### src/rtl/ex_wb_buffer_pkg.sv
// Shared types and helpers for the execute-to-writeback result buffer.
// Entry widths are fixed here; the buffer's XLEN/RADDR parameters must match them.
package ex_wb_buffer_pkg;

  localparam int WB_XLEN  = 32;
  localparam int WB_RADDR = 5;

  typedef struct packed {
    logic                valid;
    logic                wren;
    logic [WB_RADDR-1:0] waddr;
    logic [WB_XLEN-1:0]  wdata;
  } wb_entry_type;

  typedef struct packed {
    logic                valid;
    logic                wren;
    logic [WB_RADDR-1:0] waddr;
    logic [WB_XLEN-1:0]  wdata;
  } ex_wb_in_type;

  typedef struct packed {
    logic                valid;
    logic                wren;
    logic [WB_RADDR-1:0] waddr;
    logic [WB_XLEN-1:0]  wdata;
  } ex_wb_out_type;

  // x0 is hardwired to zero, so it must never be forwarded.
  function automatic logic fwd_match(input wb_entry_type entry, input logic [WB_RADDR-1:0] raddr);
    return entry.valid && entry.wren && (entry.waddr == raddr) && (raddr != '0);
  endfunction

endpackage

### src/rtl/ex_wb_fwd.sv
// One forwarding lookup over the two buffered entries.
// The skid entry is younger, so it wins when both entries match.
module ex_wb_fwd
  import ex_wb_buffer_pkg::*;
(
  input  wb_entry_type        head,
  input  wb_entry_type        skid,
  input  logic [WB_RADDR-1:0] raddr,
  output logic                hit,
  output logic [WB_XLEN-1:0]  data
);

  logic hit_head;
  logic hit_skid;

  always_comb begin
    hit_head = fwd_match(head, raddr);
    hit_skid = fwd_match(skid, raddr);
    hit      = hit_head || hit_skid;
    data     = '0;
    if (hit_skid) begin
      data = skid.wdata;
    end else if (hit_head) begin
      data = head.wdata;
    end
  end

endmodule

### src/rtl/ex_wb_buffer.sv
// Two-entry elastic buffer between the ALU and the register-file write port,
// with two combinational forwarding lookups for decode.
module ex_wb_buffer
  import ex_wb_buffer_pkg::*;
#(
  parameter int XLEN  = WB_XLEN,
  parameter int RADDR = WB_RADDR
) (
  input  logic             clock,
  input  logic             reset,
  input  logic             flush,
  input  logic             in_valid,
  output logic             in_ready,
  input  logic             in_wren,
  input  logic [RADDR-1:0] in_waddr,
  input  logic [XLEN-1:0]  in_wdata,
  output logic             out_valid,
  input  logic             out_ready,
  output logic             out_wren,
  output logic [RADDR-1:0] out_waddr,
  output logic [XLEN-1:0]  out_wdata,
  input  logic [RADDR-1:0] fwd_raddr1,
  input  logic [RADDR-1:0] fwd_raddr2,
  output logic             fwd_hit1,
  output logic             fwd_hit2,
  output logic [XLEN-1:0]  fwd_data1,
  output logic [XLEN-1:0]  fwd_data2
);

  wb_entry_type  head_q, skid_q;
  wb_entry_type  head_d, skid_d;
  wb_entry_type  new_entry;
  ex_wb_in_type  in_pkt;
  ex_wb_out_type out_pkt;
  logic          accept;
  logic          drain;

  assign in_pkt = '{valid: in_valid, wren: in_wren, waddr: in_waddr, wdata: in_wdata};

  // in_ready depends only on the skid register, never on out_ready.
  assign in_ready = !skid_q.valid;
  assign accept   = in_pkt.valid && in_ready;
  assign drain    = head_q.valid && out_ready;

  always_comb begin
    new_entry = '{valid: 1'b1, wren: in_pkt.wren, waddr: in_pkt.waddr, wdata: in_pkt.wdata};
    head_d    = head_q;
    skid_d    = skid_q;
    if (drain) begin
      head_d       = skid_q;
      skid_d.valid = 1'b0;
    end
    if (accept) begin
      if (!head_d.valid) begin
        head_d = new_entry;
      end else begin
        skid_d = new_entry;
      end
    end
  end

  // Only the valid bits are cleared; payload fields are don't-care while invalid.
  always_ff @(posedge clock) begin
    if (!reset || flush) begin
      head_q.valid <= 1'b0;
      skid_q.valid <= 1'b0;
    end else begin
      head_q <= head_d;
      skid_q <= skid_d;
    end
  end

  always_comb begin
    out_pkt.valid = head_q.valid;
    out_pkt.wren  = head_q.valid && head_q.wren && (head_q.waddr != '0);
    out_pkt.waddr = head_q.valid ? head_q.waddr : '0;
    out_pkt.wdata = head_q.valid ? head_q.wdata : '0;
  end

  assign out_valid = out_pkt.valid;
  assign out_wren  = out_pkt.wren;
  assign out_waddr = out_pkt.waddr;
  assign out_wdata = out_pkt.wdata;

  ex_wb_fwd u_fwd_rs1 (
    .head  (head_q),
    .skid  (skid_q),
    .raddr (fwd_raddr1),
    .hit   (fwd_hit1),
    .data  (fwd_data1)
  );

  ex_wb_fwd u_fwd_rs2 (
    .head  (head_q),
    .skid  (skid_q),
    .raddr (fwd_raddr2),
    .hit   (fwd_hit2),
    .data  (fwd_data2)
  );

endmodule

### config.mk
export PLATFORM = sky130hd
export DESIGN_NAME = ex_wb_buffer
export DESIGN_NICKNAME = d
export VERILOG_FILES = /design/src/rtl/ex_wb_buffer_pkg.sv /design/src/rtl/ex_wb_fwd.sv /design/src/rtl/ex_wb_buffer.sv
export SDC_FILE = /design/constraint.sdc
export NUM_CORES = 1
export LEC_CHECK = 0
export CAP_MARGIN = 40
export CELL_PAD_IN_SITES_DETAIL_PLACEMENT = 1
export CELL_PAD_IN_SITES_GLOBAL_PLACEMENT = 1
export CORE_MARGIN = 4
export CORE_UTILIZATION = 35
export DETAILED_ROUTE_END_ITERATION = 8
export GPL_ROUTABILITY_DRIVEN = 1
export PLACE_DENSITY_LB_ADDON = 0.1
export SYNTH_ARGS = -nofsm -noshare
export SYNTH_HDL_FRONTEND = slang
export SYNTH_HIERARCHICAL = 1
export SYNTH_SLANG_ARGS = --single-unit
### constraint.sdc
create_clock -name clock -period 5.25 [get_ports clock]
set_input_delay 1.575 -clock clock [delete_from_list [all_inputs] [get_ports clock]]
set_output_delay 1.575 -clock clock [all_outputs]
set_load 0.01 [all_outputs]
* Word level (Yosys, flattened, before mapping)
Cells that the tools add are included.
** Storage, ports and cells
- Bits in registers :: 78
- Latch bits :: 0
- Bits in writable memories :: 0
- Memory bits (read-only) :: 0
- Input port bits :: 53
- Output and inout port bits :: 106
- Memories :: 0
** Cells by class
- Add/subtract/negate cells :: 0
- Multiply operators :: 0
- Div/mod/pow operators :: 0
- Order comparisons :: 0
- Eq/ne operators :: 4
- Shift-type cells :: 0
- Mux-type cells :: 12
- Bitwise operators :: 1
- Reduce and logical (&&, ||, !) cells :: 22
** Operators by type and width (count)
- $mux W32 :: 5
- $mux W39 :: 4
- $mux W38 :: 1
- $eq A5 B5 Y1 :: 4
- $reduce_bool A5 Y1 :: 3
- $logic_and A1 B1 Y1 :: 13
- $mux W5 :: 1
- $logic_or A1 B1 Y1 :: 3
- $reduce_and A3 Y1 :: 1
- $logic_not A1 Y1 :: 2
- $mux W1 :: 1
- $not A1 Y1 :: 1

* Depth between registers and ports, before layout
- Depth in word-level cells :: 5
- Depth in mapped cells :: 6
- Depth with buffers taken out :: 4

* By module
The synthesis kept the hierarchy.
** By module, submodules not included
- ex_wb_buffer :: instances 1, cells each 264, area an instance 3524.6 µm², sequential area each 2322.2 µm²
- ex_wb_fwd :: instances 2, cells each 99, area an instance 923.4 µm², sequential area each 0.0 µm²

* Least setup slack after synthesis
Ideal clock, no wire load.
- Path type :: input port to flip-flop
- Start point :: input flush
- End point :: register skid_q[0] (netlist name), enable pin
- Setup time :: 399 ps
- Arrival time :: 4569 ps
- Setup slack :: 282 ps
- Cell stages on the path :: 2
- Path buffers :: 0
- Path through :: nor2b_1 and3b_1
** On the way
- Cells in the longest elaborated chain, start to end :: 3
** RTL lines
- start, declared :: RTL line ex_wb_buffer.sv:11 : input logic flush,
- $logic_or A1 B1 Y1 :: RTL line ex_wb_buffer.sv:64 : if (!reset || flush) begin
- $not A1 Y1 (no source line)
- $reduce_and A3 Y1 (no source line)
- end signal, assigned :: RTL line ex_wb_buffer.sv:69 : skid_q <= skid_d;
- end, declared :: RTL line ex_wb_buffer.sv:30 : wb_entry_type head_q, skid_q;
No other way between the ends.
A chain may end at the register's enable or synchronous reset.

* Worst setup path after layout
- Start point :: input fwd_raddr2[1]
- End point :: output fwd_data2[0]
** On the way
- Cells in the longest elaborated chain, start to end :: 5
- Elaborated cells between the ends (all ways) :: 9
- Classes of those cells :: eq/ne (2); mux (2); reduce/logical (5)
** RTL lines
- start, declared :: RTL line ex_wb_buffer.sv:23 : input logic [RADDR-1:0] fwd_raddr2,
- $eq A5 B5 Y1 :: RTL line ex_wb_buffer_pkg.sv:31 : return entry.valid && entry.wren && (entry.waddr == raddr) && (raddr != '0);
- $logic_and A1 B1 Y1 (2 in series) :: RTL line ex_wb_buffer_pkg.sv:31
- $mux W32 :: RTL line ex_wb_fwd.sv:23 : end else if (hit_head) begin
- $mux W32 (*) :: RTL line ex_wb_fwd.sv:21 : if (hit_skid) begin
- end, declared :: RTL line ex_wb_buffer.sv:27 : output logic [XLEN-1:0] fwd_data2
Every way passes the cells marked *; elsewhere a longest branch is shown, timed or not.

==> impl_metrics.env <==
export IMPL_insertion_delay_ns=0.34
export IMPL_grt_pass1_wl_um=28900
export IMPL_syn_area_mm2=0.00537
export IMPL_reg2reg_to="head_q[3]$_DFFE_PN_"
export IMPL_avgSynthCellArea_um2=11.6
export IMPL_clk_pin_slew_worst_paths_ns=0.06
export IMPL_numCtsBuffers=9
export IMPL_crit_fanout=15
export IMPL_final_max_slew_viol_count=0
export IMPL_path_depth=7
export IMPL_cts_buffer_depth=2
export IMPL_startpoint="fwd_raddr2[1]"
export IMPL_cp_top_family="buffers and inverters"
export IMPL_rsz0062_at_grt="no"
export IMPL_drc_errors=0
export IMPL_synthCells=462
export IMPL_fp_dieArea_mm2=0.0174
export IMPL_vias_per_cell=5.37
export IMPL_seqPwrFrac_pct=46.8
export IMPL_swShare_pct=24.3
export IMPL_p_int_uw=1180
export IMPL_synth_seq_cells=78
export IMPL_p_leak_uw=0.00426
export IMPL_start_util_pct=35.5
export IMPL_initialDrtViolationCount=228
export IMPL_core_area_mm2=0.0151
export IMPL_io_pins=159
export IMPL_syn_nets=515
export IMPL_hp_class="flip-flop to flip-flop"
export IMPL_port_buffers=158
export IMPL_reg2reg_slack_ns=2.90
export IMPL_grt_overflow=0
export IMPL_tns_ns=0
export IMPL_fin_crit_sh_pct=98.6
export IMPL_htree_levels=3
export IMPL_grt_start_max_net_pins=41
export IMPL_peakVddDrop_mv=0.113
export IMPL_p_comb_share_pct=13.3
export IMPL_worst_setup_path_type="input port to output port"
export IMPL_die_h_um=132
export IMPL_track_usage_pct=21.0
export IMPL_maxCapViolations=0
export IMPL_drt_first_pass_iters=4
export IMPL_arrival_ns=3.60
export IMPL_fin_nets=697
export IMPL_cts_root_buf="clkbuf_16"
export IMPL_critPathMaxStageDelay_ns=0.53
export IMPL_place_hpwl_um=12100
export IMPL_netSwitchingPower_uw=378
export IMPL_crit_path_end="fwd_data2[0]"
export IMPL_finalCriticalPeriod_ns=5.17
export IMPL_area_delta_synth_final_pct=48.3
export IMPL_p_clk_share_pct=40.0
export IMPL_finalSetupViolations=0
export IMPL_r2r_cells=5
export IMPL_layout_drive_gt1_share_pct=24.0
export IMPL_n_antenna_cell=0
export IMPL_cts_hold_buf=0
export IMPL_ys_warnings_count=6
export IMPL_crit_path_top_delay_cell="clkdlybuf4s50_1"
export IMPL_grt_pass1_vias=4866
export IMPL_critPathBufInv=3
export IMPL_routed_wl_um=18500
export IMPL_stdcell_count=837
export IMPL_routedWlPerCell_um=22.1
export IMPL_timing_slew_headroom_pct=59.0
export IMPL_cp_end_kind="output port"
export IMPL_crit_chain="dlygate4sd2_1 -> nor2b_1 -> a2111oi_4 -> nand4_4 -> buf_12 -> mux2_2 -> clkdlybuf4s50_1"
export IMPL_row_count=45
export IMPL_cts_tree="built"
export IMPL_ys_seq_area_share_pct=43.2
export IMPL_drtAntennaViolNets=0
export IMPL_finalHoldViolCount=0
export IMPL_gp_congestion=0.748
export IMPL_antenna_found_initial=0
export IMPL_placed_cells=798
export IMPL_hold_slack_ns=0.609
export IMPL_cts_sink_count=78
export IMPL_tightest_slew_ns=0.614
export IMPL_max_freq_mhz=193
export IMPL_cp_required_ns=3.68
export IMPL_cp_start_kind="input port"
export IMPL_r2r_start="out_valid$_SDFF_PP0_"
export IMPL_finalClockSkew_ns=0.00458
export IMPL_synth_distinct_cells=36
export IMPL_num_vias=4492
export IMPL_die_w_um=132
export IMPL_power_density_mw_per_mm2=195
export IMPL_status="complete, no violations"
export IMPL_fillers=1603
[layer usage]
metal | vias up | wire, µm | track usage, %
li1 | 2078 | - | -
met1 | 2264 | 7910 | 26.0
met2 | 126 | 9550 | 37.1
met3 | 24 | 633 | 3.24
met4 | 0 | 367 | 7.29
met5 | - | 0 | 0
[logic make-up after synthesis]
logic type	after synthesis	share of synthesized area, %
AOI/OAI and AO/OA	48	5.78
buffers and inverters	48	5.01
DFF	78	43.2
muxes	102	24.6
xor gates and xnor gates	14	2.28
and+or+nand+nor	172	19.1
[registers in the layout, summed over array words and instances (netlist names)]
register	cells
head_q	38
out_valid	1
skid_q	39
[cell usage in the layout, fill, tap and decap left out, types with 3 or more instances in the layout]
| cell | n |
|---|---|
| buf_12 | 9 |
| xor2_1 | 12 |
| and3_1 | 64 |
| edfxtp_1 | 76 |
| inv_1 | 7 |
| nor2_1 | 4 |
| clkdlybuf4s50_1 | 84 |
| dlymetal6s2s_1 | 27 |
| mux2_2 | 6 |
| buf_6 | 7 |
| mux2i_1 | 38 |
| nand2_1 | 11 |
| nor2b_4 | 4 |
| clkbuf_16 | 9 |
| o21ai_1 | 38 |
| dlygate4sd2_1 | 45 |
| buf_16 | 3 |
| and2_1 | 37 |
| nand3_1 | 38 |
| mux2_4 | 58 |
| buf_4 | 31 |
[area by class of cell]
cell class / count / area [µm²] / area share (%)
Inverter: 9 / 33.8 / 0.424
Sequential cell: 78 / 2320 / 29.2
Clock buffer: 10 / 229 / 2.87
Multi-Input combinational cell: 336 / 2890 / 36.3
Clock inverter: 6 / 62.6 / 0.785
Tap cell: 188 / 235 / 2.95
Timing Repair Buffer: 210 / 2190 / 27.5
[synth_stat cells]
cell type	number	area, µm²
nand2_1	12	45.0
nor3_1	2	10.0
buf_6	10	113
a21oi_1	1	5.00
buf_1	1	3.75
nand2b_1	1	6.26
nand4_2	2	25.0
buf_4	1	7.51
clkbuf_1	19	71.3
a2111oi_4	2	55.1
mux2_2	6	67.6
dfxtp_1	2	40.0
mux2i_1	38	380
o21ai_1	38	190
or3_1	1	6.26
buf_2	7	35.0
a211oi_1	2	15.0
nor2b_4	2	27.5
and3_1	64	400
mux2_4	58	871
a21boi_1	1	7.51
a222oi_1	2	20.0
o311a_1	1	10.0
inv_1	7	26.3
nor2b_1	4	25.0
nand3_1	38	190
xor2_1	14	123
and2_1	37	231
inv_2	2	7.51
and2_4	1	8.76
nor4_2	2	25.0
edfxtp_1	76	2280
and3b_1	1	8.76
clkbuf_2	1	5.00
o21a_1	1	7.51
nor2_1	5	18.8
[per-stage QoR]
stage	setup WS, ns	total power (µW)	utilization (%)	cell area (µm²)
floorplan	0.282	826	-	5370
global placement	-0.241	935	48.3	7310
detailed placement	-0.236	940	48.4	7330
CTS	-0.0151	1570	52.1	7890
global route	0.0131	1620	52.6	7970
finish	0.0758	1550	52.6	7970
[worst min-delay path by stage]
stage / from / end / cells past startpoint
floorplan: skid_q[38]$_SDFF_PP0_ / skid_q[38]$_SDFF_PP0_ / 2
global placement: skid_q[38]$_SDFF_PP0_ / skid_q[38]$_SDFF_PP0_ / 2
detailed placement: skid_q[38]$_SDFF_PP0_ / skid_q[38]$_SDFF_PP0_ / 2
CTS: skid_q[38]$_SDFF_PP0_ / skid_q[38]$_SDFF_PP0_ / 2
global route: skid_q[38]$_SDFF_PP0_ / skid_q[38]$_SDFF_PP0_ / 2
finish: skid_q[38]$_SDFF_PP0_ / skid_q[38]$_SDFF_PP0_ / 2
[worst reg2reg max path, delay by kind of cell, from the launching register on]
kind	cells	cell delay, ns
buffers and inverters	2	0.84
AO/OA/AOI/OAI	1	0.09
AND/OR/NAND/NOR	1	0.42
multiplexers	1	0.23
flip-flops	1	0.50
[what timing repair did]
item,CTS,global route
gates resized for setup,67,28
endpoints found under the setup margin,65,28
hold endpoints to repair,0,0
pin swaps,7,0
setup buffers,15,2
cloned,6,0
[power by group through the flow]
stage          Clock [µW]  Sequential, µW  Combinational [µW]
2_1_floorplan           0             733                93.5
3_3_place_gp            0             738                 197
3_5_place_dp            0             740                 201
4_1_cts               636             727                 207
5_1_grt               663             730                 223
6_report              621             726                 206
(Power assumes the default switching activity.)
